$ cat config.mk
export PLATFORM = sky130hd
export DESIGN_NAME = saber_combat_fsm
export DESIGN_NICKNAME = d
export VERILOG_FILES = /design/src/rtl/combat_pkg.sv /design/src/rtl/manhattan_dist.sv /design/src/rtl/saber_combat_fsm.sv
export SDC_FILE = /design/constraint.sdc
export NUM_CORES = 1
export LEC_CHECK = 0
export ABC_AREA = 1
export BUFFER_PORTS_ARGS = -buffer_cell sky130_fd_sc_hd__buf_4
export CAP_MARGIN = 20
export CORE_MARGIN = 10
export CORE_UTILIZATION = 35
export CTS_CLUSTER_SIZE = 14
export DETAILED_ROUTE_END_ITERATION = 6
export PLACE_DENSITY_LB_ADDON = 0.05
export SETUP_SLACK_MARGIN = 0.02
export SLEW_MARGIN = 10
export SYNTH_ARGS = -nofsm -noshare
export SYNTH_HDL_FRONTEND = slang
export SYNTH_HIERARCHICAL = 1
export SYNTH_SLANG_ARGS = --single-unit
$ cat constraint.sdc
create_clock -name clk_in -period 4.9 [get_ports clk_in]
set_input_delay 0.245 -clock clk_in [delete_from_list [all_inputs] [get_ports clk_in]]
set_output_delay 0.245 -clock clk_in [all_outputs]
set_load 0.005 [all_outputs]
$ cat src/rtl/combat_pkg.sv
// Shared types and widths for the per-player saber combat logic.
package combat_pkg;

    localparam int unsigned X_W      = 12;
    localparam int unsigned Y_W      = 11;
    localparam int unsigned HEALTH_W = 3;
    localparam int unsigned CNT_W    = 5;

    typedef enum logic [1:0] {
        IDLE   = 2'd0,
        ATTACK = 2'd1,
        BLOCK  = 2'd2,
        STRIKE = 2'd3
    } saber_state_t;

endpackage

$ cat src/rtl/manhattan_dist.sv
// Combinational |dx|+|dy| between two screen points; 13-bit result cannot overflow.
module manhattan_dist
    import combat_pkg::*;
(
    input  logic [X_W-1:0] i_ax,
    input  logic [Y_W-1:0] i_ay,
    input  logic [X_W-1:0] i_bx,
    input  logic [Y_W-1:0] i_by,
    output logic [X_W:0]   o_dist
);

    logic [X_W-1:0] w_dx;
    logic [Y_W-1:0] w_dy;

    assign w_dx   = (i_ax >= i_bx) ? (i_ax - i_bx) : (i_bx - i_ax);
    assign w_dy   = (i_ay >= i_by) ? (i_ay - i_by) : (i_by - i_ay);
    assign o_dist = {1'b0, w_dx} + {2'b00, w_dy};

endmodule

$ cat src/rtl/saber_combat_fsm.sv
// Per-player combat FSM: once per frame turns the saber centroid into saber state,
// attack-line origin, health and hit/blocked pulses for the display stage.
module saber_combat_fsm
    import combat_pkg::*;
#(
    parameter int unsigned SPEED_THRESH      = 24,
    parameter int unsigned ATTACK_MIN_FRAMES = 3,
    parameter int unsigned COOLDOWN_FRAMES   = 30,
    parameter int unsigned MAX_HEALTH        = 5
) (
    input  logic                clk_in,
    input  logic                rst_in,
    input  logic                nf_in,
    input  logic                game_active_in,
    input  logic                saber_valid_in,
    input  logic [X_W-1:0]      saber_x_in,
    input  logic [Y_W-1:0]      saber_y_in,
    input  logic                block_in,
    input  logic [X_W-1:0]      opp_box_x_in,
    input  logic [Y_W-1:0]      opp_box_y_in,
    input  logic [X_W-1:0]      opp_box_xmax_in,
    input  logic [Y_W-1:0]      opp_box_ymax_in,
    input  logic [1:0]          opp_saber_state_in,
    input  logic                hit_in,
    output logic [1:0]          saber_state_out,
    output logic [X_W-1:0]      attack_x_out,
    output logic [Y_W-1:0]      attack_y_out,
    output logic [HEALTH_W-1:0] health_out,
    output logic                hit_out,
    output logic                blocked_out,
    output logic                dead_out
);

    saber_state_t        r_state, w_state_nxt;
    logic [CNT_W-1:0]    r_cnt, w_cnt_nxt, w_cnt_inc;
    logic [X_W-1:0]      r_prev_x, w_prev_x_nxt, r_attack_x, w_attack_x_nxt;
    logic [Y_W-1:0]      r_prev_y, w_prev_y_nxt, r_attack_y, w_attack_y_nxt;
    logic                r_first, w_first_nxt;
    logic [HEALTH_W-1:0] r_health, w_health_nxt;
    logic                r_hit, w_hit_nxt, r_blocked, w_blocked_nxt, r_dead;
    logic [X_W:0]        w_dist, w_speed;
    logic                w_in_box, w_fast;

    manhattan_dist u_dist (
        .i_ax   (saber_x_in),
        .i_ay   (saber_y_in),
        .i_bx   (r_prev_x),
        .i_by   (r_prev_y),
        .o_dist (w_dist)
    );

    // The first frame after reset or game start has no valid predecessor.
    assign w_speed   = r_first ? '0 : w_dist;
    assign w_fast    = (w_speed >= (X_W+1)'(SPEED_THRESH));
    assign w_cnt_inc = (&r_cnt) ? r_cnt : r_cnt + 1'b1;
    assign w_in_box  = (saber_x_in >= opp_box_x_in) && (saber_x_in <= opp_box_xmax_in) &&
                       (saber_y_in >= opp_box_y_in) && (saber_y_in <= opp_box_ymax_in);

    always_comb begin
        w_state_nxt    = r_state;
        w_cnt_nxt      = r_cnt;
        w_prev_x_nxt   = r_prev_x;
        w_prev_y_nxt   = r_prev_y;
        w_first_nxt    = r_first;
        w_attack_x_nxt = r_attack_x;
        w_attack_y_nxt = r_attack_y;
        w_hit_nxt      = 1'b0;
        w_blocked_nxt  = 1'b0;

        if (nf_in && saber_valid_in) begin
            w_prev_x_nxt = saber_x_in;
            w_prev_y_nxt = saber_y_in;
            w_first_nxt  = 1'b0;
        end

        if (!game_active_in) begin
            w_state_nxt    = IDLE;
            w_cnt_nxt      = '0;
            w_first_nxt    = 1'b1;
            w_attack_x_nxt = w_prev_x_nxt;
            w_attack_y_nxt = w_prev_y_nxt;
        end else if (nf_in) begin
            if (r_dead) begin
                w_state_nxt = IDLE;
                w_cnt_nxt   = '0;
            end else if (!saber_valid_in) begin
                // Only the block button survives a lost centroid.
                if (r_state == IDLE && block_in) begin
                    w_state_nxt = BLOCK;
                end else if (r_state == BLOCK && !block_in) begin
                    w_state_nxt = IDLE;
                end
            end else begin
                unique case (r_state)
                    IDLE: begin
                        if (block_in) begin
                            w_state_nxt = BLOCK;
                        end else if (w_fast) begin
                            w_state_nxt    = ATTACK;
                            w_attack_x_nxt = r_prev_x;
                            w_attack_y_nxt = r_prev_y;
                            w_cnt_nxt      = CNT_W'(1);
                        end
                    end
                    ATTACK: begin
                        if (!w_fast) begin
                            w_state_nxt = IDLE;
                            w_cnt_nxt   = '0;
                        end else if (w_cnt_inc >= CNT_W'(ATTACK_MIN_FRAMES) && w_in_box) begin
                            w_state_nxt   = STRIKE;
                            w_cnt_nxt     = '0;
                            w_hit_nxt     = (opp_saber_state_in != BLOCK);
                            w_blocked_nxt = (opp_saber_state_in == BLOCK);
                        end else begin
                            w_cnt_nxt = w_cnt_inc;
                        end
                    end
                    BLOCK: begin
                        if (!block_in) begin
                            w_state_nxt = IDLE;
                        end
                    end
                    STRIKE: begin
                        if (w_cnt_inc == CNT_W'(COOLDOWN_FRAMES)) begin
                            w_state_nxt = IDLE;
                            w_cnt_nxt   = '0;
                        end else begin
                            w_cnt_nxt = w_cnt_inc;
                        end
                    end
                    default: ;
                endcase
            end
        end
    end

    // Damage uses the registered state, so a frame entering BLOCK still takes the hit.
    always_comb begin
        w_health_nxt = r_health;
        if (!game_active_in) begin
            w_health_nxt = HEALTH_W'(MAX_HEALTH);
        end else if (hit_in && r_state != BLOCK && r_health != '0) begin
            w_health_nxt = r_health - 1'b1;
        end
    end

    always_ff @(posedge clk_in) begin
        if (!rst_in) begin
            r_state    <= IDLE;
            r_cnt      <= '0;
            r_prev_x   <= '0;
            r_prev_y   <= '0;
            r_first    <= 1'b1;
            r_attack_x <= '0;
            r_attack_y <= '0;
            r_health   <= HEALTH_W'(MAX_HEALTH);
            r_hit      <= 1'b0;
            r_blocked  <= 1'b0;
            r_dead     <= 1'b0;
        end else begin
            r_state    <= w_state_nxt;
            r_cnt      <= w_cnt_nxt;
            r_prev_x   <= w_prev_x_nxt;
            r_prev_y   <= w_prev_y_nxt;
            r_first    <= w_first_nxt;
            r_attack_x <= w_attack_x_nxt;
            r_attack_y <= w_attack_y_nxt;
            r_health   <= w_health_nxt;
            r_hit      <= w_hit_nxt;
            r_blocked  <= w_blocked_nxt;
            r_dead     <= (w_health_nxt == '0);
        end
    end

    assign saber_state_out = r_state;
    assign attack_x_out    = r_attack_x;
    assign attack_y_out    = r_attack_y;
    assign health_out      = r_health;
    assign hit_out         = r_hit;
    assign blocked_out     = r_blocked;
    assign dead_out        = r_dead;

endmodule

### Word level (Yosys, flattened, before mapping)

Cells that the tools add are included.

| word-level totals | value |
|---|---|
| register bits | 60 |
| bits of input ports | 78 |
| logic and storage cells | 115 |

| operators by class | value |
|---|---|
| mux-type cells | 41 |
| order comparisons | 8 |
| add/subtract/negate cells | 7 |
| reductions and logical operators | 22 |
| equal/unequal tests | 19 |
| bitwise operators | 7 |

Operators with widths:

| operator | number |
|---|---|
| two-way mux 12 bit | 9 |
| two-way mux 11 bit | 9 |
| two-way mux 5 bit | 8 |
| greater-or-equal comparator 12 bit | 2 |
| subtractor 12 bit | 2 |
| greater-or-equal comparator 11 bit | 2 |
| subtractor 11 bit | 2 |
| two-way mux 2 bit | 10 |
| one-hot mux 5 bit (3 select lines) | 1 |
| adder 12 x 11 -> 13 bit | 1 |
| greater-or-equal comparator 13 x 5 -> 1 bit (second input constant) | 1 |
| two-way mux 13 bit | 1 |
| less-or-equal comparator 12 bit | 1 |
| AND reduction 6 bit | 2 |
| less-or-equal comparator 11 bit | 1 |
| inequality test 2 bit (second input constant) | 5 |
| inequality test 5 bit (second input constant) | 2 |
| AND reduction 5 bit | 2 |
| logical AND 1 bit | 9 |
| inequality test 4 bit (second input constant) | 2 |
| one-hot mux 2 bit (4 select lines) | 1 |
| nonzero test 4 bit | 2 |
| OR reduction 8 bit | 1 |
| NOT 1 bit | 7 |
| other kinds (15) | 21 |

### Longest topological paths before layout

| logic depth | value |
|---|---|
| word-level depth | 12 |
| depth in mapped cells | 34 |

### By module

Netlist, hierarchy kept.

By module, submodules not included:

| module | instances | area each (um^2) | cells an instance |
|---|---|---|---|
| saber_combat_fsm | 1 | 3,998.8 | 571 |
| manhattan_dist | 1 | 3,123.0 | 546 |

### Worst setup path before layout

OpenSTA, ideal clock, no wires.

| path | value |
|---|---|
| kind | reg2reg |
| from | reg r_prev_x[0] |
| to | reg r_cnt[4] |
| stages on the path, launching flop included | 28 |
| setup time | 71 ps |
| buffers on the path | 1 |
| arrival time | 3,742 ps |
| slack | 1,087 ps |
| path through | dfxtp_1 ha_1 inv_1 fa_1 inv_1 o21ai_2 inv_1 a21oi_2 nor2_2 buf_6 nand2_1 nand2_1 inv_1 ha_1 nand2_1 o21ai_0 a21oi_1 o21ai_0 xor2_1 o21ai_1 and2_1 nand4_1 nand2_1 nand3_1 nand3_1 nor3_2 nand3_1 a21oi_1 |

| between the ends | value |
|---|---|
| longest elaborated chain between the ends | 9 |
| elaborated cells on any way between the ends | 13 |
| those cells by class | 3 x add/sub; 2 x order compare; 1 x eq/ne; 6 x mux; 1 x reduce/logical |

Ends and longest elaborated chain:

| what | RTL line | RTL |
|---|---|---|
| start: declaration | saber_combat_fsm.sv:36 | `logic [X_W-1:0] r_prev_x, w_prev_x_nxt, r_attack_x, w_attack_x_nxt;` |
| start signal: assignment | saber_combat_fsm.sv:163 | `r_prev_x <= w_prev_x_nxt;` |
| subtractor 12 bit or greater-or-equal comparator 12 bit (tied branches) | manhattan_dist.sv:15 | `assign w_dx = (i_ax >= i_bx) ? (i_ax - i_bx) : (i_bx - i_ax);` |
| two-way mux 12 bit * | manhattan_dist.sv:15 |  |
| adder 12 x 11 -> 13 bit * | manhattan_dist.sv:17 | `assign o_dist = {1'b0, w_dx} + {2'b00, w_dy};` |
| via w_dist[9] | saber_combat_fsm.sv:41 | `logic [X_W:0] w_dist, w_speed;` |
| two-way mux 13 bit * | saber_combat_fsm.sv:53 | `assign w_speed = r_first ? '0 : w_dist;` |
| greater-or-equal comparator 13 x 5 -> 1 bit * | saber_combat_fsm.sv:54 | `assign w_fast = (w_speed >= (X_W+1)'(SPEED_THRESH));` |
| two-way mux 5 bit | saber_combat_fsm.sv:106 | `if (!w_fast) begin` |
| one-hot mux 5 bit (3 select lines) | saber_combat_fsm.sv:94 | `unique case (r_state)` |
| two-way mux 5 bit | saber_combat_fsm.sv:86 | `end else if (!saber_valid_in) begin` |
| two-way mux 5 bit | saber_combat_fsm.sv:83 | `if (r_dead) begin` |
| end signal: assignment | saber_combat_fsm.sv:162 | `r_cnt <= w_cnt_nxt;` |
| end: declaration | saber_combat_fsm.sv:35 | `logic [CNT_W-1:0] r_cnt, w_cnt_nxt, w_cnt_inc;` |

Mark *: on every way through the listed nets, which the timed path passes. The rest lies on a longest branch. The select of a mux whose other input is x is not followed.
A chain may end at the register's enable or synchronous reset.

### Final worst setup path

| path | value |
|---|---|
| from | reg r_prev_y[0] |
| to | reg r_state[1] (netlist: saber_state_out[1]) |

| between the ends | value |
|---|---|
| longest elaborated chain between the ends | 9 |
| elaborated cells on any way between the ends | 14 |
| those cells by class | 3 x add/sub; 2 x order compare; 2 x eq/ne; 6 x mux; 1 x reduce/logical |

Ends and longest elaborated chain:

| what | RTL line | RTL |
|---|---|---|
| start: declaration | saber_combat_fsm.sv:37 | `logic [Y_W-1:0] r_prev_y, w_prev_y_nxt, r_attack_y, w_attack_y_nxt;` |
| start signal: assignment | saber_combat_fsm.sv:164 | `r_prev_y <= w_prev_y_nxt;` |
| subtractor 11 bit or greater-or-equal comparator 11 bit (tied branches) | manhattan_dist.sv:16 | `assign w_dy = (i_ay >= i_by) ? (i_ay - i_by) : (i_by - i_ay);` |
| two-way mux 11 bit * | manhattan_dist.sv:16 |  |
| adder 12 x 11 -> 13 bit * | manhattan_dist.sv:17 |  |
| via w_dist[9] | saber_combat_fsm.sv:41 |  |
| two-way mux 13 bit * | saber_combat_fsm.sv:53 |  |
| greater-or-equal comparator 13 x 5 -> 1 bit * | saber_combat_fsm.sv:54 |  |
| two-way mux 2 bit | saber_combat_fsm.sv:106 |  |
| one-hot mux 2 bit (4 select lines) | saber_combat_fsm.sv:94 |  |
| two-way mux 2 bit | saber_combat_fsm.sv:86 |  |
| two-way mux 2 bit | saber_combat_fsm.sv:83 |  |
| end signal: assignment | saber_combat_fsm.sv:161 | `r_state <= w_state_nxt;` |
| end: declaration | saber_combat_fsm.sv:34 | `saber_state_t r_state, w_state_nxt;` |

Mark *: on every way through the listed nets, which the timed path passes. The rest lies on a longest branch.

==> metrics.md <==
| Metric | Value |
|---|---|
| Outcome | `finished, final reports clean` |
| Setup TNS after final layout | `0 ns` |
| Worst setup margin | `0.463 ns` |
| Area after DPL | `0.00819 mm²` |
| GR peak layer | `met2` |
| Antenna cell count | `0` |
| Worst Max-Slew Pin Slew | `0.859 ns` |
| Grt met3 use | `0.0506` |
| CTS Root Cell | `clkbuf_16` |
| H-Tree Depth | `3` |
| Crit path DAT | `4.67 ns` |
| Met2 Track Usage GR | `0.268` |
| Via count | `7,137` |
| Critical path's slowest cell | `fa_1` |
| Clock Latency Late Sink | `0.33 ns` |
| Core ar. | `0.0201 mm²` |
| Final instance area | `0.00857 mm²` |
| Fin crit share | `0.906` |
| CTS tree | `done` |
| Residual DRC | `0` |
| Layout cells sized above 1 | `0.161` |
| Family with the most delay on the worst path | `simple AND/OR/NAND/NOR gates` |
| Post-Syn Instances | `1,116` |
| Leak pwr | `4.64 nW` |
| M1 GR Usage | `0.210` |
| Crit-path most repeated cell | `nand2_1` |
| Clk pin slew, worst setup/hold paths | `0.06 ns` |
| IO Pins | `109` |
| Final setup viols | `0` |
| Switch Pwr | `0.788 mW` |
| Util after Layout | `0.426` |
| Routed Antenna Nets | `0` |
| Crit Path Class | `flip-flop to flip-flop` |
| Reg2Reg Setup Slack | `0.46 ns` |
| Starting DRT DRC Count | `356` |
| Syn_nets | `1,304` |
| TritonCTS Sinks | `60` |
| Pwr dens | `250 mW/mm²` |
| DR pass1 iterations | `7` |
| Nets | `1,409` |
| Syn Area/Cell | `6.37 µm²` |
| Final Hold Viols | `0` |
| Total die area | `0.0264 mm²` |
| Share of power burned in the clock network | `0.337` |
| Max cap viols | `0` |
| Placer Congestion | `0.870` |
| CTS Hold Bufs | `0` |
| Drt via density | `4.77` |
| Peak VDD IR | `0.000162 V` |
| Site Rows | `52` |
| Critical path data required time | `5.13 ns` |
| Port-buffer cells | `108` |
| Power Internal | `1.35 mW` |
| CP bufs+invs | `3` |
| Hold WS | `0.0751 ns` |
| Mapped Area | `0.00711 mm²` |
| Comb pwr share | `0.417` |
| Vias in the first global route | `6,876` |
| Type of origin of the critical path | `flip-flop` |
| Worst Skew | `0.00657 ns` |
| Syn-to-layout area delta | `20.5%` |
| Max Clock Freq | `225 MHz` |
| Drt wl/cell | `14.7 µm` |
| Initial Utilization | `0.354` |
| Slew headroom | `0.425` |
| Die width | `163 µm` |
| Gr ovfl total | `0` |
| Initial antenna violation count | `0` |
| Placed Instances | `1,477` |
| Final Critical Period | `4.44 ns` |
| Hold WC Path Type | `primary input to flip-flop` |
| TritonCTS Buffers | `9` |
| Total power | `2.14 mW` |
| Yosys warns | `6` |
| Sequential power share | `0.247` |
| Detail Placement HPWL | `18,100 µm` |
| DP Worst Slack | `0.333 ns` |
| Largest net degree at the start of global routing | `50` |
| RSZ-0062 raised after global routing | `false` |
| Non-Filler Instances | `1,495` |
| Drt total wl | `22,000 µm` |
| Max stage delay on crit path | `0.44 ns` |
| GR Util All Layers | `0.163` |
| Die Height | `163 µm` |
| Max Transition Viols Final | `0` |
| First-pass GRT wire length | `35,100 µm` |
| Max Buffers Root-to-Sink | `2` |
| Crit end category | `flip-flop` |
| Sw Share | `0.368` |
| Crit Path Max Fanout | `4` |
==> power by group through the flow <==
stage | Combinational, mW | Sequential, mW | Clock (mW)
final | 0.892 | 0.528 | 0.721
after CTS | 0.884 | 0.529 | 0.740
after global routing | 1.02 | 0.531 | 0.762
after detailed placement | 0.878 | 0.539 | 0
after global placement | 0.888 | 0.539 | 0
after floorplan | 0.632 | 0.533 | 0
==> path summary, 6_finish.rpt <==
kind / startpoint / to / depth (start not counted)
worst min-delay path: opp_saber_state_in[0] / blocked_out / 2
worst max register to register: r_prev_y[0] / saber_state_out[1] / 29
worst max-delay path: r_prev_y[0] / saber_state_out[1] / 29
worst min register to register: attack_x_out[3] / attack_x_out[3] / 2
==> worst reg2reg max path: cells and delay by family (launching register included) <==
kind,cells,cell delay [ns]
compound gates,6,0.96
buf+inv,3,0.29
simple gates,15,1.35
fa+ha+maj,3,0.97
flops,1,0.36
xor+xnor,2,0.40
==> per-layer routing <==
layer  vias to the layer above  routed length [µm]
met5                         -                   0
met4                         0                 129
met3                        11                1350
met2                       144               10100
met1                      3233               10300
li1                       3749                   -
==> cell usage in the layout, fill, tap and decap left out, drive strengths merged, types with 2 or more instances in the layout <==
cell type / n
xor2: 28
a21o: 4
nor3: 5
mux2i: 21
bufinv: 2
nand4: 21
clkbuf: 12
o21bai: 6
nor2: 101
nand2: 290
inv: 204
dfxtp: 60
ha: 105
a31oi: 25
buf: 121
xnor2: 10
fa: 5
nand3: 72
a21oi: 68
or2: 21
o21ai: 36
nand3b: 2
==> registers in the layout (all words and copies together) (netlist names) <==
register / cells
attack_y_out: 11
hit_out: 1
blocked_out: 1
r_prev_x: 12
saber_state_out: 2
r_prev_y: 11
dead_out: 1
r_first: 1
r_cnt: 5
health_out: 3
attack_x_out: 12
==> area by class of cell <==
| class | count | area [µm²] |
|---|---|---|
| Tap cell | 270 | 338 |
| Fill cell | 2163 | 11500 |
| Inverter | 204 | 768 |
| Timing Repair Buffer | 121 | 918 |
| Clock buffer | 12 | 267 |
| Clock inverter | 3 | 68.8 |
| Sequential cell | 60 | 1200 |
| Multi-Input combinational cell | 825 | 5010 |
==> repair_timing <==
item / in CTS / in global routing
setup endpoints to repair: 0 / 31
gates resized for setup: 0 / 7
setup buffers: 0 / 3
No activity file was read; power rests on OpenSTA's default activity.
